<file path="src/rtl/riscv_pkg.sv">
// Shared RV32 definitions: word width, canonical NOP, fetch FSM encoding and the IF/ID entry type.
package riscv_pkg;

    localparam int XLEN = 32;

    typedef logic [XLEN-1:0] word_t;

    localparam word_t NOP_INSTR = 32'h0000_0013;

    localparam logic [1:0] FETCH_REQ  = 2'd0;
    localparam logic [1:0] FETCH_WAIT = 2'd1;
    localparam logic [1:0] FETCH_DROP = 2'd2;

    typedef struct packed {
        word_t instr;
        word_t pc;
    } fetchEntry_t;

    function automatic word_t nextPc(input word_t pc, input word_t step);
        return pc + step;
    endfunction

endpackage

</file>
<file path="src/rtl/fetch_stage_if.sv">
// Instruction-memory request/response bundle; master = fetch side, slave = memory side.
interface fetch_stage_if;
    import riscv_pkg::*;

    logic  imem_req;
    word_t imem_addr;
    logic  imem_gnt;
    logic  imem_rvalid;
    word_t imem_rdata;

    modport master (
        output imem_req, imem_addr,
        input  imem_gnt, imem_rvalid, imem_rdata
    );

    modport slave (
        input  imem_req, imem_addr,
        output imem_gnt, imem_rvalid, imem_rdata
    );

endinterface

</file>
<file path="src/rtl/fetch_skid_buf.sv">
// One-entry instr/pc holding buffer for a response that lands while IF/ID is stalled.
// Latency: loaded entry visible the cycle after load; clear beats load beats drain.
// Backpressure: full is fed back to the fetch FSM to stop issuing requests.
module fetch_skid_buf
    import riscv_pkg::*;
(
    input  logic        clk,
    input  logic        rst,
    input  logic        load,
    input  logic        drain,
    input  logic        clear,
    input  fetchEntry_t loadEntry,
    output logic        full,
    output fetchEntry_t entry
);

    always_ff @(posedge clk or posedge rst) begin
        if (rst) begin
            full  <= 1'b0;
            entry <= '0;
        end else if (clear) begin
            full <= 1'b0;
        end else if (load) begin
            full  <= 1'b1;
            entry <= loadEntry;
        end else if (drain) begin
            full <= 1'b0;
        end
    end

endmodule

</file>
<file path="src/rtl/fetch_stage.sv">
// Instruction fetch: REQ/WAIT/DROP FSM (one outstanding request) feeding the IF/ID register.
// Latency: gnt in N, rvalid in N+1 -> valid_o in N+2. Branch redirect wins over stall.
// Backpressure: stall holds IF/ID, a stalled response parks in the skid buffer and blocks new requests.
// Build option FETCH_NOP_ON_FLUSH_EN: invalidated IF/ID also loads NOP into instr_o.
module fetch_stage
    import riscv_pkg::*;
#(
    parameter logic [31:0] RESET_PC = 32'h0000_0000,
    parameter int unsigned PC_STEP  = 4
) (
    input  logic                 clk,
    input  logic                 rst,
    input  logic                 stall,
    input  logic                 branch_f,
    input  logic [31:0]          branch_target,
    fetch_stage_if.master        imem,
    output logic [31:0]          instr_o,
    output logic [31:0]          pc_o,
    output logic                 valid_o,
    output logic                 flush_o
);

    logic [1:0]  state;
    word_t       pc;
    word_t       fetchPc;
    word_t       bubbleInstr;
    logic        skidFull;
    fetchEntry_t skidEntry;
    logic        granted;
    logic        newInstr;

    assign imem.imem_req  = !rst && (state == FETCH_REQ) && !skidFull;
    assign imem.imem_addr = pc;

    assign granted  = imem.imem_req && imem.imem_gnt;
    // Only a response to a still-wanted request may reach IF/ID or the skid buffer.
    assign newInstr = (state == FETCH_WAIT) && imem.imem_rvalid && !branch_f;

`ifdef FETCH_NOP_ON_FLUSH_EN
    assign bubbleInstr = NOP_INSTR;
`else
    assign bubbleInstr = instr_o;
`endif

    fetch_skid_buf u_skid (
        .clk       (clk),
        .rst       (rst),
        .load      (stall && newInstr),
        .drain     (!stall && !branch_f && skidFull),
        .clear     (branch_f),
        .loadEntry ('{instr: imem.imem_rdata, pc: fetchPc}),
        .full      (skidFull),
        .entry     (skidEntry)
    );

    always_ff @(posedge clk or posedge rst) begin
        if (rst) begin
            state   <= FETCH_REQ;
            pc      <= RESET_PC;
            fetchPc <= '0;
        end else begin
            case (state)
                FETCH_REQ: begin
                    if (granted) begin
                        state <= branch_f ? FETCH_DROP : FETCH_WAIT;
                    end
                end
                FETCH_WAIT: begin
                    if (imem.imem_rvalid) begin
                        state <= FETCH_REQ;
                    end else if (branch_f) begin
                        state <= FETCH_DROP;
                    end
                end
                FETCH_DROP: begin
                    if (imem.imem_rvalid) begin
                        state <= FETCH_REQ;
                    end
                end
                default: state <= FETCH_REQ;
            endcase

            if (granted) begin
                fetchPc <= pc;
            end

            if (branch_f) begin
                pc <= branch_target;
            end else if (granted) begin
                pc <= nextPc(pc, 32'(PC_STEP));
            end
        end
    end

    always_ff @(posedge clk or posedge rst) begin
        if (rst) begin
            instr_o <= NOP_INSTR;
            pc_o    <= '0;
            valid_o <= 1'b0;
            flush_o <= 1'b0;
        end else begin
            flush_o <= branch_f;
            if (branch_f) begin
                valid_o <= 1'b0;
                instr_o <= bubbleInstr;
            end else if (!stall) begin
                if (skidFull) begin
                    instr_o <= skidEntry.instr;
                    pc_o    <= skidEntry.pc;
                    valid_o <= 1'b1;
                end else if (newInstr) begin
                    instr_o <= imem.imem_rdata;
                    pc_o    <= fetchPc;
                    valid_o <= 1'b1;
                end else begin
                    valid_o <= 1'b0;
                    instr_o <= bubbleInstr;
                end
            end
        end
    end

endmodule

</file>
<file path="src/flat_wrapper.sv">
// flat-port wrapper written by rule: the top's interface ports become plain ports
module fetch_stage_flat import riscv_pkg::*;
#(
    parameter logic [31:0] RESET_PC = 32'h0000_0000,
    parameter int unsigned PC_STEP  = 4
)
  (clk, rst, stall, branch_f, branch_target, instr_o, pc_o, valid_o, flush_o, imem_imem_req, imem_imem_addr, imem_imem_gnt, imem_imem_rvalid, imem_imem_rdata);
  fetch_stage_if imem_i ();
  input  logic clk;
  input  logic rst;
  input  logic stall;
  input  logic branch_f;
  input  logic [31:0] branch_target;
  output logic [31:0] instr_o;
  output logic [31:0] pc_o;
  output logic valid_o;
  output logic flush_o;
  output wire logic [$bits(imem_i.imem_req)-1:0] imem_imem_req;
  output wire logic [$bits(imem_i.imem_addr)-1:0] imem_imem_addr;
  input wire logic [$bits(imem_i.imem_gnt)-1:0] imem_imem_gnt;
  input wire logic [$bits(imem_i.imem_rvalid)-1:0] imem_imem_rvalid;
  input wire logic [$bits(imem_i.imem_rdata)-1:0] imem_imem_rdata;
  assign imem_imem_req = imem_i.imem_req;
  assign imem_imem_addr = imem_i.imem_addr;
  assign imem_i.imem_gnt = imem_imem_gnt;
  assign imem_i.imem_rvalid = imem_imem_rvalid;
  assign imem_i.imem_rdata = imem_imem_rdata;
  fetch_stage #(.RESET_PC(RESET_PC), .PC_STEP(PC_STEP)) u_core (.clk(clk), .rst(rst), .stall(stall), .branch_f(branch_f), .branch_target(branch_target), .imem(imem_i), .instr_o(instr_o), .pc_o(pc_o), .valid_o(valid_o), .flush_o(flush_o));
endmodule
</file>
<file path="config.mk">
export PLATFORM = sky130hd
export DESIGN_NAME = fetch_stage_flat
export DESIGN_NICKNAME = d
export VERILOG_FILES = /design/src/rtl/riscv_pkg.sv /design/src/rtl/fetch_stage_if.sv /design/src/rtl/fetch_skid_buf.sv /design/src/rtl/fetch_stage.sv /design/src/flat_wrapper.sv
export SDC_FILE = /design/constraint.sdc
export NUM_CORES = 1
export LEC_CHECK = 0
export CAP_MARGIN = 20
export CORE_ASPECT_RATIO = 0.6
export CORE_MARGIN = 2
export CORE_UTILIZATION = 56
export CTS_BUF_LIST = sky130_fd_sc_hd__clkbuf_8 sky130_fd_sc_hd__clkbuf_16
export CTS_CLUSTER_SIZE = 24
export DETAILED_ROUTE_END_ITERATION = 7
export PLACE_DENSITY = 0.84
export RECOVER_POWER = 25
export SLEW_MARGIN = 25
export SYNTH_ARGS = -nofsm -noshare
export SYNTH_HDL_FRONTEND = slang
export SYNTH_SLANG_ARGS = --single-unit
</file>
<file path="constraint.sdc">
create_clock -name clk -period 10.84 [get_ports clk]
set_input_delay 1.626 -clock clk [delete_from_list [all_inputs] [get_ports clk]]
set_output_delay 1.626 -clock clk [all_outputs]
set_load 0.02 [all_outputs]
</file>
==> run metrics <==
reg2reg start u_core.state[1]; violated checks max-capacitance violations, max-slew violations; Post-route DRC 0; cells after synthesis 729; total power divided by cell area 211 nW/um^2; Iter 0 DRT Violations 544; WP buf/inv 2; minimum clock period 5.76 ns; clock sinks 197; Mapped Area 8560 sq um; GRT Max-Usage Layer met2; Final Hold Fails 0; outcome complete, but fails checks; Main synth FF type dfrtp_1; flop2flop setup slack 7.25 ns; CP cell instances dlygate4sd3_1 -> clkinvlp_2; final cell utilization of the core 74.9%; DR vias 6516; Crit. End Element async pin; CTS tree done; Die Ht 99.8 microns; Rows 34; Finished Cell Area 11000 sq um; f_max 174 MHz; GRT Resource Usage Total 27.1%; WHS Endpoint u_core.instr_o[23]; hold depth 2; drt wl/cell 19.7 microns; CTS resizes 0; Num CTS Buffers 17; synth unique cells 40; crit path kind in -> async; Worst Skew 0.00819 ns; worst-case clock buffer depth 2; postcts setup bufs 0; unrepaired setup endpoints after global routing false; Horiz. Die Dim 164 microns; first-pass detailed-route iteration total 5; Setup Viol. Count Final 0; Final ANT Viol Nets 0; Initial Util 58.1%; WP data arrival 4.92 ns; r2r endpoint u_core.pc_o[18]; maximum vdd drop 123 uV; Setup TNS Final 0 ns; Slew @ Worst Pin 4.77 ns; number of warnings issued by yosys 0; HP Start u_core.instr_o[23]; area delta synth->final 28.8%; grt total ovfl 0; HP Class reg -> reg; area leader, netlist dfrtp_1; commonest cells after routing, fill and taps aside 193 x dfrtp_1, 166 x clkdlybuf4s50_1, 95 x mux2_2; met1 GRT Util 39.0%; H-tree depth 4; reg2reg path depth 4; clk_lat worst skew 0.43 ns; DIE AREA 16300 sq um; slew margin rel. -220%; met2 GRT Util 42.2%; share of layout cells above drive strength 1 16.4%; fin crit share 53.1%; critical path's slowest cell clkinvlp_2; largest net degree at the start of global routing 110; Worst Path Max Fanout 109; Crit path largest cell delay 2.68 ns; GP Congestion 0.791; CP required 10.01 ns; Final Max Slew Viols 171; via/cell ratio 5.99; Ports 169; max cap viols 3; Synth top area share 56.7%; DP Area 10400 sq um; Mean Syn Cell Area 11.7 sq um; port buffer count 168; vias in the first global route 6498; hpwl dp 14000 microns; most common library cell in the layout ignoring fill and taps dfrtp_1; clock-pin slew on the worst setup and hold paths 0.07 ns; FF+latch count, synth 197; Nets 948; Root Driver clkbuf_16; Syn Nets 800; met3 global-route usage 6.42%; sequential share of the synthesized area 57.6%; Synth area leaders dfrtp_1 57%, mux2_2 13%, mux2i_1 7.6%, o21ai_0 4.7%, nand2_1 4.0%; cell family with most CP delay buffers and inverters; Post-synth EDFFs 0; first-pass GRT wire length 34100 microns; critical path launch point type primary input; aggregate routed wire length 21400 microns; initial antenna violation count 0; Inserted Diodes 0; core area 14700 sq um; async set-reset flop share out of synthesis 100%; cts hold-fix bufs 0; Pleak 4.52 nW
[metal layers]
metal  share of wire [%]  routed length (microns)
met1                  44                     9440
met4                 1.1                      240
met5                   0                        0
met3                 7.5                     1610
met2                  47                    10100
[cells by family after synthesis]
family / count (synthesis) / share of synthesized area [%]
DFF: 197 / 57.6
and+or+nand+nor: 191 / 11.1
muxes: 160 / 20.1
AOI/OAI and AO/OA: 121 / 7.98
buffers and inverters: 53 / 2.41
xor gates and xnor gates: 6 / 0.614
adders and majority gates: 1 / 0.146
[cells in the mapped netlist (all sizes together) (13+ instances only)]
master	number
o31ai	15
nand2	91
o21ai	80
nand4	13
mux2i	65
buf	14
clkbuf	32
dfrtp	194
mux2	95
nor2	23
or4	21
nand3	18
a31oi	15
[registers in the layout, indices dropped and copies added, names as in the netlist, 2 cells and up]
name and cells:
u_core.fetchPc 32, u_core.u_skid.entry 64, u_core.imem.imem_addr 32, u_core.pc_o 32, u_core.instr_o 32, u_core.state 2
[power by group]
part	total, mW	switching (mW)	internal, mW
clock	0.655	0.303	0.352
combinational	0.604	0.292	0.311
sequential	1.06	0.130	0.932
total	2.32	0.725	1.60
[worst max-delay path by stage]
stage | from | cells past startpoint | to
finish | rst | 2 | u_core.u_skid.full
global route | rst | 2 | u_core.u_skid.full
CTS | rst | 4 | imem_imem_req
detailed placement | rst | 4 | imem_imem_req
global placement | rst | 4 | imem_imem_req
floorplan | rst | 1 | u_core.fetchPc[0]
[metrics by stage]
stage | instances | hold slack [ns] | total power, mW | setup WS [ns]
after floorplan | 729 | 0.465 | 1.37 | 3.85
after global placement | 1054 | 0.459 | 1.64 | 5.61
after detailed placement | 1055 | 0.471 | 1.68 | 5.61
after CTS | 1087 | 0.487 | 2.33 | 5.60
after global routing | 1088 | 0.515 | 2.43 | 4.19
final | 1088 | 0.482 | 2.32 | 5.08
[final cells by class]
type	count	area (sq um)
clock buffers	17	425
inverters	7	27.5
multi-input cells	479	3430
well taps	198	248
fillers	974	3700
repair buffers	175	1750
clock inverters	15	195
flip-flops and latches	197	4940
No activity file was read; power rests on OpenSTA's default activity.
